File: src/rtl/vx_tcu_tfr_acc_f32.sv
// TFR dot-product reduction back-end: aligns lane products and an FP32 addend
// to the largest exponent, sums them, normalizes and rounds to nearest-even in four stages.
module vx_tcu_tfr_acc_f32 #(
  parameter int N        = 2,
  parameter int TCK      = 2 * N,
  parameter int WA       = 28,
  parameter int EXP_W    = 10,
  parameter int EXP_BIAS = 258
) (
  input  logic                      clk,
  input  logic                      reset,
  input  logic                      enable,
  input  logic                      valid_in,
  input  logic [31:0]               req_id,
  input  logic [TCK-1:0][24:0]      sig_in,
  input  logic [TCK-1:0][EXP_W-1:0] exp_in,
  input  logic [TCK-1:0][2:0]       excep_in,
  input  logic [31:0]               c_val,
  output logic                      valid_out,
  output logic [31:0]               req_id_out,
  output logic [31:0]               result,
  output logic [2:0]                fflags
);
  localparam int NT    = TCK + 1;
  localparam int ACC_W = WA + $clog2(TCK + 1) + 1;
  localparam int LZ_W  = $clog2(ACC_W) + 1;
  localparam int EW    = EXP_W + 3;
  // Biased FP32 exponent is emax + E_OFF - lzc once the MSB index is folded in.
  localparam int E_OFF = 127 - EXP_BIAS - (WA - 2) + (ACC_W - 1);

  function automatic logic [LZ_W-1:0] lzc_f(input logic [ACC_W-1:0] v);
    logic [LZ_W-1:0] n;
    logic            found;
    n     = LZ_W'(ACC_W);
    found = 1'b0;
    for (int i = ACC_W - 1; i >= 0; i--) begin
      if (!found && v[i]) begin
        n     = LZ_W'(ACC_W - 1 - i);
        found = 1'b1;
      end else begin
        n     = n;
        found = found;
      end
    end
    return n;
  endfunction

  function automatic logic [2*ACC_W-1:0] csa_f(input logic [ACC_W-1:0] a, input logic [ACC_W-1:0] b,
                                               input logic [ACC_W-1:0] c);
    logic [ACC_W-1:0] maj;
    maj = (a & b) | (a & c) | (b & c);
    return {a ^ b ^ c, maj[ACC_W-2:0], 1'b0};
  endfunction

  logic [NT-1:0]            t_sign;
  logic [NT-1:0][23:0]      t_mag;
  logic [NT-1:0][EXP_W-1:0] t_exp;
  logic [EXP_W-1:0]         emax;
  logic                     any_nan, pos_inf, neg_inf;

  logic                     s1_valid, s1_nan, s1_inf, s1_isgn;
  logic [31:0]              s1_id;
  logic [NT-1:0]            s1_sign;
  logic [NT-1:0][23:0]      s1_mag;
  logic [NT-1:0][EXP_W-1:0] s1_exp;
  logic [EXP_W-1:0]         s1_emax;

  logic [NT-1:0][EXP_W-1:0] shamt;
  logic [NT-1:0][WA-1:0]    aligned;
  logic [NT-1:0][ACC_W-1:0] term;

  logic                     s2_valid, s2_nan, s2_inf, s2_isgn;
  logic [31:0]              s2_id;
  logic [EXP_W-1:0]         s2_emax;
  logic [NT-1:0][ACC_W-1:0] s2_term;

  logic [ACC_W-1:0]         red_s, red_c, sum;

  logic                     s3_valid, s3_nan, s3_inf, s3_isgn;
  logic [31:0]              s3_id;
  logic [EXP_W-1:0]         s3_emax;
  logic [ACC_W-1:0]         s3_sum;

  logic                     neg, guard, sticky, rnd;
  logic [ACC_W-1:0]         mag, norm;
  logic [LZ_W-1:0]          lzc;
  logic [23:0]              mant;
  logic [24:0]              m25;
  logic [22:0]              frac;
  logic [EW-1:0]            e_fin;
  logic [31:0]              res_d;
  logic [2:0]               flg_d;

  // S1: unpack terms (C converted to product format), max exponent, exception reduction
  always_comb begin
    any_nan = (c_val[30:23] == 8'hFF) && (c_val[22:0] != 23'h0);
    pos_inf = (c_val[30:23] == 8'hFF) && (c_val[22:0] == 23'h0) && !c_val[31];
    neg_inf = (c_val[30:23] == 8'hFF) && (c_val[22:0] == 23'h0) && c_val[31];
    for (int i = 0; i < TCK; i++) begin
      t_sign[i] = sig_in[i][24];
      t_mag[i]  = sig_in[i][23:0];
      t_exp[i]  = exp_in[i];
      any_nan   = any_nan | excep_in[i][2];
      pos_inf   = pos_inf | (excep_in[i][1] & ~excep_in[i][0]);
      neg_inf   = neg_inf | (excep_in[i][1] & excep_in[i][0]);
    end
    t_sign[TCK] = c_val[31];
    if (c_val[30:23] != 8'h00 && c_val[30:23] != 8'hFF) begin
      t_mag[TCK] = {1'b1, c_val[22:0]};
      t_exp[TCK] = EXP_W'(c_val[30:23]) + EXP_W'(130);
    end else begin
      t_mag[TCK] = 24'h0;
      t_exp[TCK] = '0;
    end
    emax = '0;
    for (int i = 0; i < NT; i++) begin
      if (t_mag[i] != 24'h0 && t_exp[i] > emax) emax = t_exp[i];
      else emax = emax;
    end
  end

  // S1 register
  always_ff @(posedge clk or posedge reset) begin
    if (reset) begin
      s1_valid <= 1'b0; s1_id <= 32'h0; s1_sign <= '0; s1_mag <= '0; s1_exp <= '0;
      s1_emax <= '0; s1_nan <= 1'b0; s1_inf <= 1'b0; s1_isgn <= 1'b0;
    end else if (enable) begin
      s1_valid <= valid_in;
      s1_id    <= req_id;
      s1_sign  <= t_sign;
      s1_mag   <= t_mag;
      s1_exp   <= t_exp;
      s1_emax  <= emax;
      s1_nan   <= any_nan | (pos_inf & neg_inf);
      s1_inf   <= pos_inf | neg_inf;
      s1_isgn  <= neg_inf;
    end
  end

  // S2: align each term to emax (truncating), then negate into two's complement
  always_comb begin
    for (int i = 0; i < NT; i++) begin
      shamt[i] = s1_emax - s1_exp[i];
      if (s1_mag[i] == 24'h0 || shamt[i] >= EXP_W'(WA)) aligned[i] = '0;
      else aligned[i] = {s1_mag[i], {(WA-24){1'b0}}} >> shamt[i];
      if (s1_sign[i]) term[i] = ~{{(ACC_W-WA){1'b0}}, aligned[i]} + ACC_W'(1);
      else term[i] = {{(ACC_W-WA){1'b0}}, aligned[i]};
    end
  end

  // S2 register
  always_ff @(posedge clk or posedge reset) begin
    if (reset) begin
      s2_valid <= 1'b0; s2_id <= 32'h0; s2_emax <= '0; s2_term <= '0;
      s2_nan <= 1'b0; s2_inf <= 1'b0; s2_isgn <= 1'b0;
    end else if (enable) begin
      s2_valid <= s1_valid;
      s2_id    <= s1_id;
      s2_emax  <= s1_emax;
      s2_term  <= term;
      s2_nan   <= s1_nan;
      s2_inf   <= s1_inf;
      s2_isgn  <= s1_isgn;
    end
  end

  // S3: carry-save reduction of all terms followed by one carry-propagate add
  always_comb begin
    red_s = s2_term[0];
    red_c = s2_term[1];
    for (int i = 2; i < NT; i++) begin
      {red_s, red_c} = csa_f(red_s, red_c, s2_term[i]);
    end
    sum = red_s + red_c;
  end

  // S3 register
  always_ff @(posedge clk or posedge reset) begin
    if (reset) begin
      s3_valid <= 1'b0; s3_id <= 32'h0; s3_emax <= '0; s3_sum <= '0;
      s3_nan <= 1'b0; s3_inf <= 1'b0; s3_isgn <= 1'b0;
    end else if (enable) begin
      s3_valid <= s2_valid;
      s3_id    <= s2_id;
      s3_emax  <= s2_emax;
      s3_sum   <= sum;
      s3_nan   <= s2_nan;
      s3_inf   <= s2_inf;
      s3_isgn  <= s2_isgn;
    end
  end

  // S4: normalize, round to nearest-even, then pick the special or normal encoding
  always_comb begin
    neg    = s3_sum[ACC_W-1];
    mag    = neg ? (~s3_sum + ACC_W'(1)) : s3_sum;
    lzc    = lzc_f(mag);
    norm   = mag << lzc;
    mant   = norm[ACC_W-1 -: 24];
    guard  = norm[ACC_W-25];
    sticky = |norm[ACC_W-26:0];
    rnd    = guard & (sticky | mant[0]);
    m25    = {1'b0, mant} + {24'h0, rnd};
    frac   = m25[24] ? m25[23:1] : m25[22:0];
    e_fin  = EW'(s3_emax) + EW'(E_OFF) - EW'(lzc) + {{(EW-1){1'b0}}, m25[24]};
    res_d  = 32'h0;
    flg_d  = 3'b000;
    if (s3_nan) begin
      res_d = 32'h7FC0_0000;
      flg_d = 3'b100;
    end else if (s3_inf) begin
      res_d = {s3_isgn, 31'h7F80_0000};
    end else if (mag == '0) begin
      res_d = 32'h0;
    end else if (!e_fin[EW-1] && e_fin >= EW'(255)) begin
      res_d = {neg, 31'h7F80_0000};
      flg_d = 3'b010;
    end else if (e_fin[EW-1] || e_fin == '0) begin
      res_d = {neg, 31'h0};
      flg_d = 3'b001;
    end else begin
      res_d = {neg, e_fin[7:0], frac};
    end
  end

  // S4 / output register
  always_ff @(posedge clk or posedge reset) begin
    if (reset) begin
      valid_out <= 1'b0; req_id_out <= 32'h0; result <= 32'h0; fflags <= 3'b000;
    end else if (enable) begin
      valid_out  <= s3_valid;
      req_id_out <= s3_id;
      result     <= res_d;
      fflags     <= flg_d;
    end
  end

endmodule

File: config.mk
export PLATFORM = sky130hd
export DESIGN_NAME = vx_tcu_tfr_acc_f32
export DESIGN_NICKNAME = d
export VERILOG_FILES = /design/src/rtl/vx_tcu_tfr_acc_f32.sv
export SDC_FILE = /design/constraint.sdc
export NUM_CORES = 2
export LEC_CHECK = 0
export BUFFER_PORTS_ARGS = -buffer_cell sky130_fd_sc_hd__buf_4
export CAP_MARGIN = 5
export CORE_ASPECT_RATIO = 0.9
export CORE_MARGIN = 1.5
export CORE_UTILIZATION = 50
export DETAILED_ROUTE_END_ITERATION = 10
export PLACE_DENSITY = 0.76
export SLEW_MARGIN = 20
export SYNTH_ARGS = -nofsm -noshare
export SYNTH_HDL_FRONTEND = slang
export SYNTH_SLANG_ARGS = --single-unit
File: constraint.sdc
create_clock -name clk -period 21.6 [get_ports clk]
set_clock_uncertainty 0.15 [all_clocks]
set_input_delay 4.32 -clock clk [delete_from_list [all_inputs] [get_ports clk]]
set_output_delay 4.32 -clock clk [all_outputs]
set_load 0.05 [all_outputs]
# After elaboration in Yosys (flattened, before gate mapping)
# Cells that the tools add are included.
dict set report op_classes {
  add_sub_neg 17
  mux 92
  eq_ne 2
  bitwise_logic 56
  shift 6
  magnitude_cmp 11
  reduce_logical 97
}
# operator n
set ops {}
lappend ops {{32-bit 2-to-1 mux} 9}
lappend ops {{31-bit bitwise AND} 9}
lappend ops {{32-bit by 1-bit adder with 32-bit output, second input constant} 6}
lappend ops {{6-bit 2-to-1 mux} 32}
lappend ops {{32-bit bitwise XOR} 6}
lappend ops {{31-bit bitwise OR} 6}
lappend ops {{28-bit NOT with 32-bit output} 5}
lappend ops {{28-bit 2-to-1 mux} 5}
lappend ops {{28-bit by 10-bit right shift with 28-bit output} 5}
lappend ops {{24-bit zero test} 5}
lappend ops {{24-bit nonzero test} 5}
lappend ops {{31-bit 2-to-1 mux} 2}
lappend ops {{10-bit by 5-bit >= comparator with 1-bit output, second input constant} 5}
lappend ops {{10-bit 2-to-1 mux} 5}
lappend ops {{10-bit subtractor} 5}
lappend ops {{1-bit logical AND} 42}
lappend ops {{10-bit > comparator} 4}
lappend ops {{1-bit zero test} 33}
lappend ops {{32-bit adder} 1}
lappend ops {{32-bit zero test} 1}
lappend ops {{1-bit 2-to-1 mux} 32}
lappend ops {{32-bit NOT} 1}
lappend ops {{32-bit by 6-bit << shifter with 32-bit output} 1}
lappend ops {{24-bit by 1-bit adder with 25-bit output} 1}
lappend ops {{22 further kinds} 55}
dict set report word_totals {
  output_inout_bits 68
  elab_cells 320
  input_bits 220
  register_bits 573
}

# Logic depth before layout (Yosys ltp)
dict set report logic_depth {
  ltp_word 110
  depth_mapped 54
  depth_no_buf 50
}

# Worst setup path after synthesis
# OpenSTA, ideal clock, no wires.
dict set report synth_timing {
  path_type {input to register}
  from {in sig_in[1] (netlist name)}
  to {reg s1_emax[1]}
  setup_ps 125
  slack_ps 8230
  path_stages 51
  arrival_time_ps 13095
  required_time_ps 21325
  path_cell_list {nor4_1 nand4_1 nand3b_1 nand2_1 ha_1 nor2b_1 o21a_1 o21a_1 o21a_1 o21a_1 o21a_1 o21a_1 o21a_1 o21a_1 o21ai_0 clkbuf_1 mux2i_1 inv_1 (+15 left out) a21oi_1 a211oi_1 a311oi_1 clkbuf_1 nor2_1 a21oi_1 ha_1 nor2b_1 o21ai_0 a21boi_0 o21ai_0 nand2b_1 a21oi_1 a211oi_1 nand2_1 clkbuf_1 mux2i_1 mux2_2}
}
dict set report synth_via {
  elab_chain_cells 15
}
# element line_no
set synth_rtl {}
lappend synth_rtl {{from (decl)} 15} ;# input logic [TCK-1:0][24:0] sig_in,
lappend synth_rtl {{24-bit nonzero test *} 117} ;# if (t_mag[i] != 24'h0 && t_exp[i] > emax) emax = t_exp[i];
lappend synth_rtl {{1-bit logical AND *} 117}
lappend synth_rtl {{10-bit 2-to-1 mux *} 117}
lappend synth_rtl {{10-bit > comparator} 117}
lappend synth_rtl {{1-bit logical AND} 117}
lappend synth_rtl {{10-bit 2-to-1 mux *} 117}
lappend synth_rtl {{10-bit > comparator} 117}
lappend synth_rtl {{1-bit logical AND} 117}
lappend synth_rtl {{10-bit 2-to-1 mux *} 117}
lappend synth_rtl {{10-bit > comparator} 117}
lappend synth_rtl {{1-bit logical AND} 117}
lappend synth_rtl {{10-bit 2-to-1 mux *} 117}
lappend synth_rtl {{10-bit > comparator} 117}
lappend synth_rtl {{1-bit logical AND} 117}
lappend synth_rtl {{10-bit 2-to-1 mux *} 117}
lappend synth_rtl {{to (signal assigned)} 133} ;# s1_emax <= emax;
lappend synth_rtl {{to (decl)} 66} ;# logic [EXP_W-1:0] s1_emax;
# Every way passes the cells marked *; elsewhere a longest branch is shown, timed or not.
# A chain may end at the register's enable or synchronous reset.

# Worst setup path in the final report
dict set report layout_timing {
  from {in sig_in[1] (netlist name)}
  to {reg s1_emax[2]}
}
# Same word-level chain as after synthesis.

==> impl_results.md <==
* Met1 Wirelength at 52600 microns
* P&R area growth vs syn at 12.4%
* Congestion Overflow GR at 0
* Mux contribution to synthesized area at 16.2%
* IO buf count at 287
* Layout cells sized above 1 at 18.6%
* Main flop type after synthesis: dfrtp_1
* Post-synth top area share at 33.4%
* MaxCap Viol Count at 0
* Post-synth ARST share at 100%
* Sequential share of the synthesized area at 33.4%
* Routability cong. at 0.960
* Power Density at 189 nW/um^2
* Met2 wire len at 57800 microns
* RSZ-0062 raised after global routing: no
* Post-synthesis xor/xnor area fraction at 4.76%
* First-pass GRT wire length at 195000 microns
* Biggest registers after layout: s2_term: 160 flops, s1_mag: 120 flops, s1_exp: 49 flops
* # hold bufs at CTS at 0
* Clock Tree Root: clkbuf_16
* Max Clk Rate at 71.6 MHz
* Actual slew at the worst max-slew pin at 1080 ps
* WL final at 123000 microns
* Placement row count at 101
* Vias at 36.4k
* Final period demand of the worst path at 13980 ps
* Largest family of logic cells by synthesized area: compound AO/OA/AOI/OAI gates
* Drt via density at 6.07
* Hold slack final at 342 ps
* Final nets at 5280
* Highest routed layer: met5
* Slowest stage cell, crit path: a311oi_2
* Post-DP HPWL at 92400 microns
* #FFs+latches synth at 572
* Commonest non-fill, non-tap cell in the layout: dfrtp_1
* Post-Synth Adder-Cell Area at 8.61%
* Max VDD drop at 0.138 mV
* Routed Antenna Nets at 0
* Drt wl/cell at 20.4 microns
* Setup crit start kind: input pin
* Io pins at 288
* Finish-stage setup viols at 0
* Top reg by flops: s2_term
* Reg clk slew, reported paths at 60 ps
* Area share of and/or/nand/nor cells after synthesis at 15.8%
* Slew margin rel. at 27.3%
* First drt pass iteration count at 6
* CORE AREA at 84700 sq um
* WP data arrival at 14370 ps
* Post-Syn Instances at 4673
* CP Class: in2reg
* Worst Hold Class: reg2reg
* Yosys cell types at 108
* Post-CTS setup buffers at 0
* Clk buf depth at 3
* TritonCTS clock tree: built
* Worst skew pair latency at 650 ps
* Avg Cell Area, Syn at 9.17 sq um
* Die Ht at 281 microns
* Synth Area in Compound Gates at 17.0%
* DRC at 0
* Vias in the first global route at 35.1k
* Starting Density at 50.6%
* Netlist Area Pre-Place at 42900 sq um
* GRT Total Usage at 27.7%
* Cts bufs inserted at 66
* Antenna cells at 0
* Synth warnings at 0
* Cells on Worst Hold Path at 1
* Highest-count cells in the layout ignoring fill and taps: dfrtp_1, nor2_1, nand2_1, buf_4
* Max incr delay on CP at 910 ps
* Critical Path RT at 21990 ps
* Leakage at 20.7 nW
* Fin Setup TNS at 0 ps
* TritonCTS Sinks at 572
* Syn nets at 5129
* Outcome: finished, final reports clean
* Pin count of the biggest net entering global routing at 225
* WL met3 at 6930 microns
* Area leader, netlist: dfrtp_1
* Setup crit end kind: register
* Final Hold Viols at 0
* Critical Path Fanout Max at 17
* Pins Over Slew Limit at 0
* Critical path's most frequent cell: o21a_1
* Register area at 14300 sq um
* Max reg flops at 160
* DR iter-0 viols at 3217
* Die width at 312 microns
* Post-CTS Resized at 0
* H-tree depth at 3
* Fillcell total at 7448
* Cells on worst reg2reg path at 36
* Area of the multi-input gates at 26800 sq um
* Top cells by area, synth: dfrtp_1, mux2_2, mux2i_1
* Number of synthesized flops with an enable pin at 0
* Fin crit share at 64.7%
* Die area at 87500 sq um
* Initial antenna violation count at 2
## per-layer routing
| layer | vias up | track usage, % |
|---|---|---|
| met5 | - | 0 |
| met4 | 4 | 11.5 |
| met3 | 235 | 3.53 |
| met2 | 1203 | 45.2 |
| met1 | 17800 | 37.2 |
| li1 | 17200 | - |
## through the flow
step                setup WS, ps  instance area [sq um]  cells  total power, mW  utilization [%]
detailed placement          7010                  46000   5888             7.84             54.3
global placement            7000                  46000   5888             7.75             54.3
floorplan                   1130                  42900   4673             6.34                -
CTS                         7640                  48200   6004             9.03             56.9
finish                      7620                  48200   6005             9.11             56.9
global route                6590                  48200   6005             9.85             56.9
## synthesized netlist by cell type (all sizes together), types with 32 or more instances
library cell	n
a31oi	44
o2bb2ai	37
inv	192
a211oi	69
nor4	91
nor2	461
fa	98
a21oi	335
o211ai	35
nand3	81
clkbuf	213
ha	138
o31ai	32
nor3	106
xor2	122
nor2b	49
nand2b	33
buf	54
o21ai	279
xnor2	111
mux2	338
nand4	35
dfrtp	572
mux4	36
nand2	414
mux2i	232
## cell type report
cell class / instances / share of cell area, %
Timing Repair Buffer: 350 / 5.52
Clock inverter: 32 / 0.881
Clock buffer: 84 / 3.69
Tap cell: 1133 / 2.94
Sequential cell: 572 / 29.7
Inverter: 199 / 1.57
Multi-Input combinational cell: 3635 / 55.7
## kinds of logic (layout without fill, tap and decap cells)
logic type                 after synthesis  count (layout)
and+or+nand+nor                       1428            1428
muxes                                  606             606
buffers and inverters                  466             665
AOI/OAI and AO/OA                     1132            1132
adders and majority gates              236             236
xor gates and xnor gates               233             233
DFF                                    572             572
## worst max-delay path, delay by kind of cell
kind	cells	cell delay, ps
compound gates	26	5330
buf+inv	3	240
simple gates	13	2320
fa+ha+maj	4	1100
mux	3	1060
## where the power goes
part | leakage [nW] | switching [mW] | total [mW] | internal, mW
Clock | 1.06 | 0.490 | 1.14 | 0.645
Sequential | 6.91 | 0.277 | 1.58 | 1.30
Combinational | 12.7 | 3.79 | 6.40 | 2.61
Total | 20.7 | 4.56 | 9.11 | 4.55
## final timing paths
check / start / end / slack [ps]
min: s3_id[9]$_DFFE_PP0P_ / req_id_out[9]$_DFFE_PP0P_ / 340
max: sig_in[1] / s1_emax[2]$_DFFE_PP0P_ / 7620
max in group asynchronous: reset / result[8]$_DFFE_PP0P_ / 14570
max reg2reg: s3_sum[0]$_DFFE_PP0P_ / result[8]$_DFFE_PP0P_ / 9970
min reg2reg: s3_id[9]$_DFFE_PP0P_ / req_id_out[9]$_DFFE_PP0P_ / 340
min in group asynchronous: reset / s1_exp[9]$_DFFE_PP0P_ / 3660
Note: power is estimated with default switching activity, not from simulation.
